File: config.mk
export PLATFORM = sky130hd
export DESIGN_NAME = ip_unmask_seq
export DESIGN_NICKNAME = d
export VERILOG_FILES = /design/src/rtl/ip_unmask_seq.sv
export SDC_FILE = /design/constraint.sdc
export NUM_CORES = 1
export LEC_CHECK = 0
export ABC_AREA = 0
export BUFFER_PORTS_ARGS = -buffer_cell sky130_fd_sc_hd__buf_2
export CAP_MARGIN = 20
export CORE_MARGIN = 2
export CORE_UTILIZATION = 35
export DETAILED_ROUTE_END_ITERATION = 12
export HOLD_SLACK_MARGIN = 0.08
export PLACE_DENSITY_LB_ADDON = 0.08
export SLEW_MARGIN = 10
export SYNTH_ARGS = -nofsm -noshare
export SYNTH_HDL_FRONTEND = slang
export SYNTH_SLANG_ARGS = --single-unit
File: constraint.sdc
create_clock -name clk -period 5.4 [get_ports clk]
set_input_delay 0.54 -clock clk [delete_from_list [all_inputs] [get_ports clk]]
set_output_delay 0.54 -clock clk [all_outputs]
set_load 0.01 [all_outputs]
File: src/rtl/ip_unmask_seq.sv
// Sequential inner-product unmask: S = XOR_i gfmul(L_i, R_i) in GF(2^8) mod 0x11B,
// one shared multiplier stepped over the v share pairs, valid/ready on both sides.
module ip_unmask_seq #(
  parameter int unsigned v = 8
) (
  input  logic           clk,
  input  logic           rst_n,
  input  logic           in_valid,
  output logic           in_ready,
  input  logic [v*8-1:0] L,
  input  logic [v*8-1:0] R,
  output logic           out_valid,
  input  logic           out_ready,
  output logic [7:0]     S,
  output logic           busy
);

  localparam int unsigned IW = (v > 1) ? $clog2(v) : 1;
  localparam logic [IW-1:0] LAST = IW'(v - 1);

  typedef enum logic [1:0] {IDLE, ACC, DONE} state_t;

  state_t          state, state_nxt;
  logic [v*8-1:0]  L_q, R_q;
  logic [7:0]      acc, acc_nxt;
  logic [7:0]      mul_a, mul_b;
  logic [IW-1:0]   idx;

  function automatic logic [7:0] gf_mul(input logic [7:0] a, input logic [7:0] b);
    logic [7:0] p;
    logic [7:0] x;
    p = '0;
    x = a;
    for (int unsigned i = 0; i < 8; i++) begin
      if (b[i]) p = p ^ x;
      x = {x[6:0], 1'b0} ^ (x[7] ? 8'h1B : 8'h00);
    end
    return p;
  endfunction

  // Share selection by idx; a decoded mux keeps non-power-of-two v in range.
  always_comb begin
    mul_a = '0;
    mul_b = '0;
    for (int unsigned i = 0; i < v; i++) begin
      if (idx == IW'(i)) begin
        mul_a = L_q[i*8 +: 8];
        mul_b = R_q[i*8 +: 8];
      end
    end
  end

  assign acc_nxt = acc ^ gf_mul(mul_a, mul_b);

  always_ff @(posedge clk or negedge rst_n) begin
    if (!rst_n) state <= IDLE;
    else        state <= state_nxt;
  end

  always_comb begin
    state_nxt = state;
    case (state)
      IDLE:    if (in_valid)      state_nxt = ACC;
      ACC:     if (idx == LAST)   state_nxt = DONE;
      DONE:    if (out_ready)     state_nxt = IDLE;
      default:                    state_nxt = IDLE;
    endcase
  end

  always_comb begin
    in_ready  = (state == IDLE);
    out_valid = (state == DONE);
    busy      = (state != IDLE);
  end

  always_ff @(posedge clk or negedge rst_n) begin
    if (!rst_n) begin
      L_q <= '0;
      R_q <= '0;
      acc <= '0;
      idx <= '0;
      S   <= '0;
    end else begin
      case (state)
        IDLE: if (in_valid) begin
          L_q <= L;
          R_q <= R;
          acc <= '0;
          idx <= '0;
        end
        ACC: begin
          acc <= acc_nxt;
          if (idx == LAST) S <= acc_nxt;
          else             idx <= idx + 1'b1;
        end
        default: ;
      endcase
    end
  end

endmodule

==> flow_metrics.py <==
metrics = {
    "run_status": {
        "status": "finished, final reports clean",
    },
    "yosys": {
        "netlist.area_leader.share_pct": 45.0,
        "syn-mean-instance-area_um2": 10.2,
        "synth.area.top_cells": "dfrtp_1 (45%), mux2_2 (15%), xnor2_1 (6.0%)",
        "synth.yosys.seq_area_share_pct": 45.0,
        "yosysWarningCount": 0,
        "async_flop_share_pct": 100,
        "syn_area_um2": 8290,
        "synthTopCellsByCount": "dfrtp_1 (149), mux2_2 (113), nand2_1 (99)",
        "netlist_instances": 809,
        "ys_types": 57,
        "synth-edff-count": 0,
        "synthFlopType": "dfrtp_1",
        "yosysTopAreaCell": "dfrtp_1",
        "synth_most_common_cell": "dfrtp_1",
        "syn-num-nets": 947,
        "synth-seq-cells": 149,
    },
    "route": {
        "drt_iter0_markers": 293,
        "drt-pass1-iter-count": 5,
        "via_per_inst": 4.98,
        "vias": 6297,
        "drc": 0,
        "wirelength_um": 22600,
        "postRouteAntennaNets": 0,
        "wire_per_inst_um": 17.8,
    },
    "cts": {
        "cts_tree": "done",
        "postCtsHoldBufs": 0,
        "root_buffer": "clkbuf_16",
        "cts_resized": 0,
        "clk_path_buf_depth": 2,
        "clkTransAtPathRegs_ps": 70,
        "cts_sinks": 149,
        "cts_buffers": 17,
        "post_cts_buffers": 0,
        "htreeDepth": 4,
        "clk_latency_ps": 430,
    },
    "grt": {
        "grtUsageTotal_pct": 18.7,
        "grt_pass1_vias": 6250,
        "antenna_found_initial": 0,
        "grt_overflow_total": 0,
        "grt_first_pass_wirelength_um": 35400,
        "grt_max_degree": 88,
    },
    "critical_path": {
        "cp_max_fo": 18,
        "crit_type": "register to register",
        "worst_path_max_delay_cell": "xnor2_1",
        "cp.arrival_ps": 5070,
        "worst-path-stages": 13,
        "r2r_cells": 13,
        "crit_buf_inv": 1,
        "crit_required_ps": 5740,
        "cpMostUsedCell": "xnor2_1",
        "rr_startpoint": "idx[2]$_DFFE_PN0P_",
        "reg2reg_to": "acc[5]$_DFFE_PN0P_",
        "slowest_delay_ps": 790,
        "path_cells": "inv_1 > ha_1 > or2_1 > a211oi_1 > o22ai_1 > a21oi_1 > xor2_1 > xnor2_1 > nor2_1 > xnor2_1 > xnor2_1 > xnor3_1 > o22ai_1",
        "cp-end-kind": "register",
        "worstSetupStartpointType": "register",
        "r2r_slack_ps": 670,
        "crit_family": "XOR/XNOR gates",
    },
    "sta": {
        "fin_skew_ps": 11.8,
        "min_period_over_period_pct": 87.6,
        "tns_ps": 0,
        "min_period_ps": 4730,
        "relSlewSlack_pct": 35.3,
        "rsz0062_at_grt": "false",
        "finalMaxSlewViolations": 0,
        "fmax_ghz": 0.211,
        "tightestPinTransition_ps": 964,
        "final_hold_viol_count": 0,
        "setup_viol_count_final": 0,
    },
    "floorplan": {
        "die_h_um": 158,
        "row_count": 56,
        "core_area_um2": 23300,
        "design.portCount": 143,
        "die-area_um2": 24900,
        "die_x_um": 158,
        "initial_core_util_pct": 35.5,
    },
    "finish": {
        "antenna_cells": 0,
        "drive_gt1_share_pct": 34.0,
        "area_growth_pct": 19.7,
        "fillers": 2326,
        "final_nets": 1071,
    },
    "placement": {
        "numPortBuffers": 142,
        "gp_congestion": 0.814,
        "dp_hpwl_um": 16200,
    },
    "run": {
        "cap_viol_max_count": 0,
    },
    "hold_path": {
        "hold_class": "primary input to asynchronous set/reset pin",
    },
}
==> worst max path at each step <==
| stage | startpoint | end | slack [ps] |
|---|---|---|---|
| final | idx[2]$_DFFE_PN0P_ | acc[5]$_DFFE_PN0P_ | 670 |
| after floorplan | idx[2]$_DFFE_PN0P_ | S[4]$_DFFE_PN0P_ | 1520 |
| after global routing | idx[2]$_DFFE_PN0P_ | acc[5]$_DFFE_PN0P_ | 190 |
| after CTS | idx[2]$_DFFE_PN0P_ | acc[5]$_DFFE_PN0P_ | 660 |
| after detailed placement | idx[2]$_DFFE_PN0P_ | acc[5]$_DFFE_PN0P_ | 680 |
| after global placement | idx[2]$_DFFE_PN0P_ | acc[5]$_DFFE_PN0P_ | 740 |
==> cell usage in the layout, fill, tap and decap left out, types with 5 or more instances in the layout <==
cell | Yosys | final
clkbuf_16 | 0 | 17
xnor2_1 | 57 | 57
a21o_1 | 5 | 5
mux2i_1 | 7 | 7
mux2_2 | 113 | 113
o21ai_0 | 43 | 43
nor3b_1 | 13 | 13
nand3b_1 | 8 | 8
nor2_1 | 24 | 24
o22ai_1 | 15 | 15
dfrtp_1 | 149 | 149
nor3_1 | 6 | 6
nand2b_1 | 7 | 7
a221oi_1 | 15 | 15
buf_4 | 3 | 19
ha_1 | 6 | 5
xor2_1 | 24 | 24
buf_2 | 14 | 141
a21oi_1 | 56 | 56
nor2b_1 | 14 | 14
or3b_2 | 5 | 5
inv_1 | 33 | 33
nand2_1 | 99 | 99
==> state kept, by name, indices dropped and copies added, names as in the netlist <==
signal  cells
idx         3
acc         8
S           8
L_q        64
state       2
R_q        64
==> through the flow <==
stage / hold slack, ps / cell area, um2 / worst slack, ps / utilization [%] / cells
floorplan: 244 / 8290 / 1520 / - / 809
global placement: 461 / 9290 / 744 / 39.8 / 1233
detailed placement: 467 / 9290 / 680 / 39.8 / 1233
CTS: 224 / 9920 / 657 / 42.5 / 1265
global route: 234 / 9920 / 193 / 42.5 / 1265
finish: 167 / 9920 / 669 / 42.5 / 1265
==> area by class of cell <==
cell class              count  area (um2)  area share, %
clock inverters            14         203           2.04
repair buffers            161         860           8.66
well taps                 319         399           4.02
clock buffers              18         429           4.33
multi-input cells         571        4180           42.1
flip-flops and latches    149        3730           37.6
inverters                  33         124           1.25
==> logic make-up after synthesis <==
| family | Yosys count | share of synthesized area (%) |
|---|---|---|
| AND/OR/NAND/NOR | 189 | 11.0 |
| AO/OA/AOI/OAI | 173 | 13.2 |
| buffers and inverters | 89 | 4.65 |
| multiplexers | 120 | 16.2 |
| adder cells (fa/ha/maj) | 6 | 0.906 |
| flip-flops | 149 | 45.0 |
| XOR/XNOR | 83 | 9.10 |
==> metal layers <==
| layer | track usage (%) | share of wire, % | vias up |
|---|---|---|---|
| li1 | - | - | 3050 |
| met1 | 26.8 | 49 | 3101 |
| met2 | 29.2 | 46 | 140 |
| met3 | 3.75 | 4.1 | 6 |
| met4 | 3.98 | 0.64 | 0 |
| met5 | 0 | 0 | - |
==> worst register-to-register path: stages, from the launching register on <==
cell	delay (ps)
dfrtp_1	700
inv_1	330
ha_1	300
or2_1	420
a211oi_1	250
o22ai_1	140
a21oi_1	550
xor2_1	190
xnor2_1	790
nor2_1	110
xnor2_1	200
xnor2_1	160
xnor3_1	360
o22ai_1	150
Power is not shown: default switching activity piles up to over one toggle a cycle in this logic, so the estimate is an artifact.
